[src/rtl/ex_alu_stage.sv]
// ex_alu_stage: ALU execute stage feeding an EX/MEM register with valid/ready handshake, stall and flush.
// Define EX_SKID_BUF_EN to add a one-entry skid buffer so in_ready comes straight from a flop.
module ex_alu_stage #(
  parameter int XLEN = 32,
  parameter int RD_W = 5
) (
  input  logic            clk,
  input  logic            rst_n,
  input  logic            in_valid,
  output logic            in_ready,
  input  logic [3:0]      alu_ctl,
  input  logic            is_branch,
  input  logic [XLEN-1:0] op_a,
  input  logic [XLEN-1:0] op_b,
  input  logic [RD_W-1:0] rd_in,
  input  logic            wen_in,
  input  logic            flush,
  output logic            out_valid,
  input  logic            out_ready,
  output logic [XLEN-1:0] result,
  output logic            br_taken,
  output logic [RD_W-1:0] rd_out,
  output logic            wen_out
);
  localparam int W = XLEN + RD_W + 2;
  logic [XLEN-1:0] res;
  logic [4:0]      sh;
  logic [W-1:0]    in_pkt, out_q, out_d;
  logic            valid_q, valid_d, accept;
  assign sh = op_b[4:0];
  always_comb begin
    res = '0;
    case (alu_ctl)
      4'b0000: res = op_a + op_b;
      4'b0001: res = op_a - op_b;
      4'b0010: res = op_a << sh;
      4'b0011: res = op_a >> sh;
      4'b1000: res = $signed(op_a) >>> sh;
      4'b0100: res[0] = op_a < op_b;
      4'b1001: res[0] = $signed(op_a) < $signed(op_b);
      4'b0101: res = op_a & op_b;
      4'b0110: res = op_a | op_b;
      4'b0111: res = op_a ^ op_b;
      4'b1011: res = op_b;
      4'b1100: res[0] = op_a == op_b;
      4'b1101: res[0] = op_a != op_b;
      4'b1110: res[0] = $signed(op_a) >= $signed(op_b);
      4'b1111: res[0] = op_a >= op_b;
      default: res = '0;
    endcase
  end
  // Branches never write the register file.
  assign in_pkt = {res, is_branch & res[0], rd_in, wen_in & ~is_branch};
  assign {result, br_taken, rd_out, wen_out} = out_q;
  assign out_valid = valid_q;
`ifdef EX_SKID_BUF_EN
  logic         skid_vq, skid_vd, adv;
  logic [W-1:0] skid_q, skid_d;
  assign in_ready = ~skid_vq;
  assign accept = in_valid & ~skid_vq;
  assign adv = ~valid_q | out_ready;
  always_comb begin
    valid_d = flush ? 1'b0 : adv ? (skid_vq | accept) : 1'b1;
    out_d = (adv & skid_vq) ? skid_q : (adv & accept) ? in_pkt : out_q;
    skid_vd = ~flush & ~adv & (skid_vq | accept);
    skid_d = (~adv & accept) ? in_pkt : skid_q;
  end
  always_ff @(posedge clk or negedge rst_n)
    if (!rst_n) begin
      skid_vq <= 1'b0;
      skid_q <= '0;
    end else begin
      skid_vq <= skid_vd;
      skid_q <= skid_d;
    end
`else
  assign in_ready = ~valid_q | out_ready;
  assign accept = in_valid & in_ready;
  assign valid_d = ~flush & (accept | (valid_q & ~out_ready));
  assign out_d = accept ? in_pkt : out_q;
`endif
  always_ff @(posedge clk or negedge rst_n)
    if (!rst_n) begin
      valid_q <= 1'b0;
      out_q <= '0;
    end else begin
      valid_q <= valid_d;
      out_q <= out_d;
    end
endmodule

[config.mk]
export PLATFORM = sky130hd
export DESIGN_NAME = ex_alu_stage
export DESIGN_NICKNAME = d
export VERILOG_FILES = /design/src/rtl/ex_alu_stage.sv
export SDC_FILE = /design/constraint.sdc
export NUM_CORES = 1
export LEC_CHECK = 0
export CORE_MARGIN = 8
export CORE_UTILIZATION = 40
export CTS_CLUSTER_DIAMETER = 60
export DETAILED_ROUTE_END_ITERATION = 6
export GPL_ROUTABILITY_DRIVEN = 0
export PLACE_DENSITY = 0.61
export SKIP_LAST_GASP = 1
export SYNTH_ARGS = -nofsm -noshare
export SYNTH_HDL_FRONTEND = slang
export SYNTH_SLANG_ARGS = --single-unit
[constraint.sdc]
create_clock -name clk -period 1.55 [get_ports clk]
set_input_delay 0.155 -clock clk [delete_from_list [all_inputs] [get_ports clk]]
set_output_delay 0.155 -clock clk [all_outputs]
set_load 0.02 [all_outputs]
Word level (Yosys, flattened, before mapping)
Cells that the tools add are included.
- bits in registers: 40
- input port bits: 80
- order comparisons: 4
- shift operators: 3
- equality and inequality tests: 16
- bitwise gates (word level): 14
- mux-type cells: 2
- $add $sub $neg: 2
- reduce and logical (&&, ||, !) cells: 1
- operators by type and width (cell ; count):
    $pmux W31 S9 ; 1
    $ge A32 B32 Y1 ; 2
    $lt A32 B32 Y1 ; 2
    $add A32 B32 Y32 ; 1
    $and A32 B32 Y32 ; 1
    $eq A32 B32 Y1 ; 1
    $ne A32 B32 Y1 ; 1
    $or A32 B32 Y32 ; 1
    $shl A32 B5 Y32 ; 1
    $shr A32 B5 Y32 ; 1
    $sshr A32 B5 Y32 ; 1
    $sub A32 B32 Y32 ; 1
    $xor A32 B32 Y32 ; 1
    $eq A4 B4 Y1 const B ; 7
    $eq A4 B3 Y1 const B ; 4
    $pmux W1 S15 ; 1
    $eq A4 B2 Y1 const B ; 2
    $and A1 B1 Y1 ; 5
    $eq A4 B1 Y1 const B ; 1
    $logic_not A4 Y1 ; 1
    $not A1 Y1 ; 4
    $or A1 B1 Y1 ; 2

Logic depth before layout (Yosys ltp)
- word-level depth: 5
- depth in mapped cells: 16

Least setup slack after synthesis
OpenSTA, ideal clock, no wires.
- kind: in2reg
- start point: in op_b[2]
- end point: reg out_q[6]
- library setup time: 0.132 ns
- data required time: 1.418 ns
- arrival: 3.626 ns
- path buffers: 4
- slack: -2.208 ns
- cell stages on the path: 15
- path through: clkbuf_1 > inv_2 > buf_1 > clkbuf_1 > ha_1 > buf_6 > nand2b_1 > a221oi_1 > o22a_1 > nand3_1 > a21o_1 > o221ai_1 > mux2_1 > nor4_1 > o31ai_1
- word-level cells in the longest chain between the ends: 3
- elaborated cells between the ends (all ways): 11
- classes of those cells: order compare (4); eq/ne (2); shift (3); mux (1); bitwise (1)
- RTL lines (element ; RTL line ; RTL):
    start: declaration ; 14 ; input logic [XLEN-1:0] op_b,
    $ge A32 B32 Y1 (tied with other cells) ; 48 ; 4'b1111: res[0] = op_a >= op_b;
    $pmux W1 S15 * ; 33 ; case (alu_ctl)
    $and A1 B1 Y1 * ; 53 ; assign in_pkt = {res, is_branch & res[0], rd_in, wen_in & ~is_branch};
    end signal: assignment ; 88 ; out_q <= out_d;
    end: declaration ; 28 ; logic [W-1:0] in_pkt, out_q, out_d;
Mark *: on every way between the ends. The rest lies on a longest branch, timed or not.
A chain may end at the register's enable or synchronous reset.

Final worst setup path
- start point: in op_b[0]
- end point: reg out_q[21]
- word-level cells in the longest chain between the ends: 2
- elaborated cells between the ends (all ways): 6
- classes of those cells: add/sub (2); shift (3); mux (1)
- RTL lines (element ; RTL line ; RTL):
    $sub A32 B32 Y32 (tied with other cells) ; 35 ; 4'b0001: res = op_a - op_b;
    $pmux W31 S9 * ; 33 ;
Marks and branches as above.

==> impl_metrics.tcl <==
set metrics [dict create \
    worst_clock_skew_ns 0.00937 \
    initialDrtViolationCount 2373 \
    wl_per_cell_microns 25.3 \
    dpl.hpwl_microns 40900 \
    cts_tree "built" \
    final_area_sq_um 17900 \
    fin_ws_ns -1.38 \
    area_growth_pct 83.4 \
    drt-vias-per-instance 6.50 \
    htreeDepth 2 \
    relSlewSlack_pct 48.8 \
    period_needed_ns 2.93 \
    timing.max_cap.violations 0 \
    synthTopCellsByArea "ha_1 12%, dfrtp_1 10%, a21oi_1 6.7%" \
    vias 15100 \
    antenna_found_initial 2 \
    clk_path_buf_depth 2 \
    finalNetCount 2176 \
    p_switching_uw 4240 \
    required_ns 1.72 \
    start_kind "primary input" \
    cts_made_buffers 5 \
    period_share_pct 189 \
    worstPathMaxFanout 8 \
    synthArstFlopShare_pct 100 \
    synth_nets 1573 \
    avgSynthCellArea_sq_um 7.02 \
    combPwrFrac_pct 73.5 \
    cts.sinks 40 \
    gr-total-overflow 0 \
    clock_power_share_pct 12.9 \
    ant_nets 0 \
    io_buffers 120 \
    worst_slew_pin_slew_ns 0.767 \
    layout.cells.non_filler 2324 \
    ir_drop_mv 0.660 \
    ios 121 \
    hold_viol 0 \
    track_usage_pct 36.2 \
    syn-cell-area_sq_um 9780 \
    violations "design-rule violations, negative setup slack" \
    routed_wl_microns 58800 \
    grt_max_degree 65 \
    status "finished with violations" \
    yosysTopAreaCellShare_pct 12.4 \
    p_int_uw 5240 \
    rsz0062_at_grt "yes" \
    core_region_area_sq_um 24200 \
    start_util_pct 40.5 \
    max_freq_ghz 0.342 \
    clk_root_buffer_cell "clkbuf_16" \
    grt_pass1_vias 14200 \
    drive_gt1_share_pct 51.5 \
    die_area_sq_um 29700 \
    power_density_nw_per_um2 528 \
    fp-row-count 57 \
    min_path_type "in -> reg" \
    drv_slew 0 \
    yosys-top-cells-count "164 x nor2_1, 131 x a21oi_1, 124 x o21ai_0" \
    finalSetupViolCount 33 \
    clk_pin_slew_worst_paths_ns 0.07 \
    crit_arrival_ns 3.10 \
    grt_pass1_wl_microns 82800 \
    power_uw 9490 \
    placed_area_sq_um 14800 \
    post-synth-top-count-cell "nor2_1" \
    synth-main-ff-cell "dfrtp_1" \
    syn_inst 1394 \
    worstSkewPairLatency_ns 0.29 \
    synth_cell_type_count 87 \
    die_y_microns 172 \
    dp.cells 2216 \
    dr.pass1.iters 7 \
    drc 72 \
    p_sw_share_pct 44.7 \
    power_frac_seq_pct 13.6 \
    die_w_microns 172 \
    synth.ff_latch_count 40 \
    cellLeakagePower_uw 0.00800 \
    endpoint_kind "flip-flop" \
    synth_warnings 0 \
    worstSetupPathType "in -> reg" \
    synth_top_area_cell "ha_1" \
    synth_edf_count 0 \
    ys_seq_area_share_pct 10.2 \
]
flip-flops by register name, summed over array words and instances (netlist names):
| signal | cells |
|---|---|
| out_q | 39 |
| out_valid | 1 |
worst paths after layout:
path	start	to	slack, ns	depth (start not counted)
setup reg to reg	out_valid	out_q[38]	-0.22	9
setup / recovery	op_b[0]	out_q[21]	-1.38	17
hold / removal	op_b[11]	out_q[18]	0.36	4
hold reg to reg	out_q[12]	out_q[12]	0.48	2
max in group asynchronous	rst_n	out_q[24]	0.67	3
min in group asynchronous	rst_n	out_q[38]	0.38	2
routing by layer:
| metal | wire [microns] | track usage (%) |
|---|---|---|
| met5 | 0 | 0 |
| met4 | 5500 | 25.6 |
| met3 | 7800 | 6.42 |
| met2 | 24600 | 55.1 |
| met1 | 20900 | 45.7 |
critical path, stage by stage:
cell and delay (ns):
buf_8 0.11, buf_12 0.12, buf_8 0.12, buf_16 0.14, buf_12 0.14, buf_4 0.14, mux2_4 0.33, mux2i_4 0.21
buf_6 0.13, a21oi_2 0.07, a21oi_1 0.20, o22ai_1 0.13, o21ai_1 0.40, buf_4 0.24, nand4_1 0.09, buf_4 0.16
a22o_1 0.19
cells in the final DEF, fill, tap and decap left out, types with 32 or more instances in the layout:
cell / netlist / layout
nor2_1: 164 / 149
o21ai_1: 4 / 39
ha_4: 0 / 38
dfrtp_1: 40 / 39
a21oi_2: 1 / 43
buf_6: 1 / 80
clkdlybuf4s50_1: 0 / 51
nand2_1: 122 / 113
ha_1: 97 / 44
a21oi_1: 131 / 76
buf_4: 4 / 509
inv_1: 95 / 42
mux2i_1: 53 / 32
o21ai_0: 124 / 70
inv_2: 2 / 40
timing repair:
action                                  in CTS  in global routing
hold buffers                                 1                  0
endpoints found under the hold margin       20                  0
setup buffers                               69                 41
endpoints found under the setup margin      34                 36
gates cloned                                 2                  0
pin swaps                                  145                141
gates resized for setup                    507                237
logic make-up after synthesis:
| kind of cell | Yosys count | share of synthesized area, % |
|---|---|---|
| flip-flops | 40 | 10.2 |
| XOR/XNOR | 14 | 1.25 |
| multiplexers | 89 | 11.9 |
| buffers and inverters | 210 | 8.54 |
| adder cells (fa/ha/maj) | 99 | 12.8 |
| AND/OR/NAND/NOR | 409 | 18.5 |
| AO/OA/AOI/OAI | 533 | 36.8 |
through the flow:
stage / TNS [ns] / hold WS, ns / setup WS, ns / utilization (%)
after global routing: -34.54 / 0.378 / -1.41 / 74.2
final: -32.37 / 0.364 / -1.38 / 74.2
after detailed placement: -57.59 / 0.149 / -2.45 / 61.3
after CTS: -29.22 / 0.383 / -1.10 / 69.9
after floorplan: -31.81 / -0.141 / -1.39 / -
after global placement: -56.31 / 0.144 / -2.27 / 61.3
area by class of cell:
type | count | area (sq um)
multi-input combinational | 1144 | 10000
fill | 1656 | 6230
timing repair buffer | 707 | 5950
sequential | 40 | 1000
inverter | 99 | 415
tap | 324 | 405
clock buffer | 6 | 129
clock inverter | 2 | 35.0
antenna | 2 | 5.00
power groups by stage:
stage               Sequential [uW]  Combinational [uW]  Clock (uW)
floorplan                      1450                2450           0
global placement               1300                5230           0
detailed placement             1300                5300           0
CTS                            1280                6100        1230
global route                   1300                7250        1260
finish                         1290                6970        1220
Note: power is estimated with default switching activity, not from simulation.
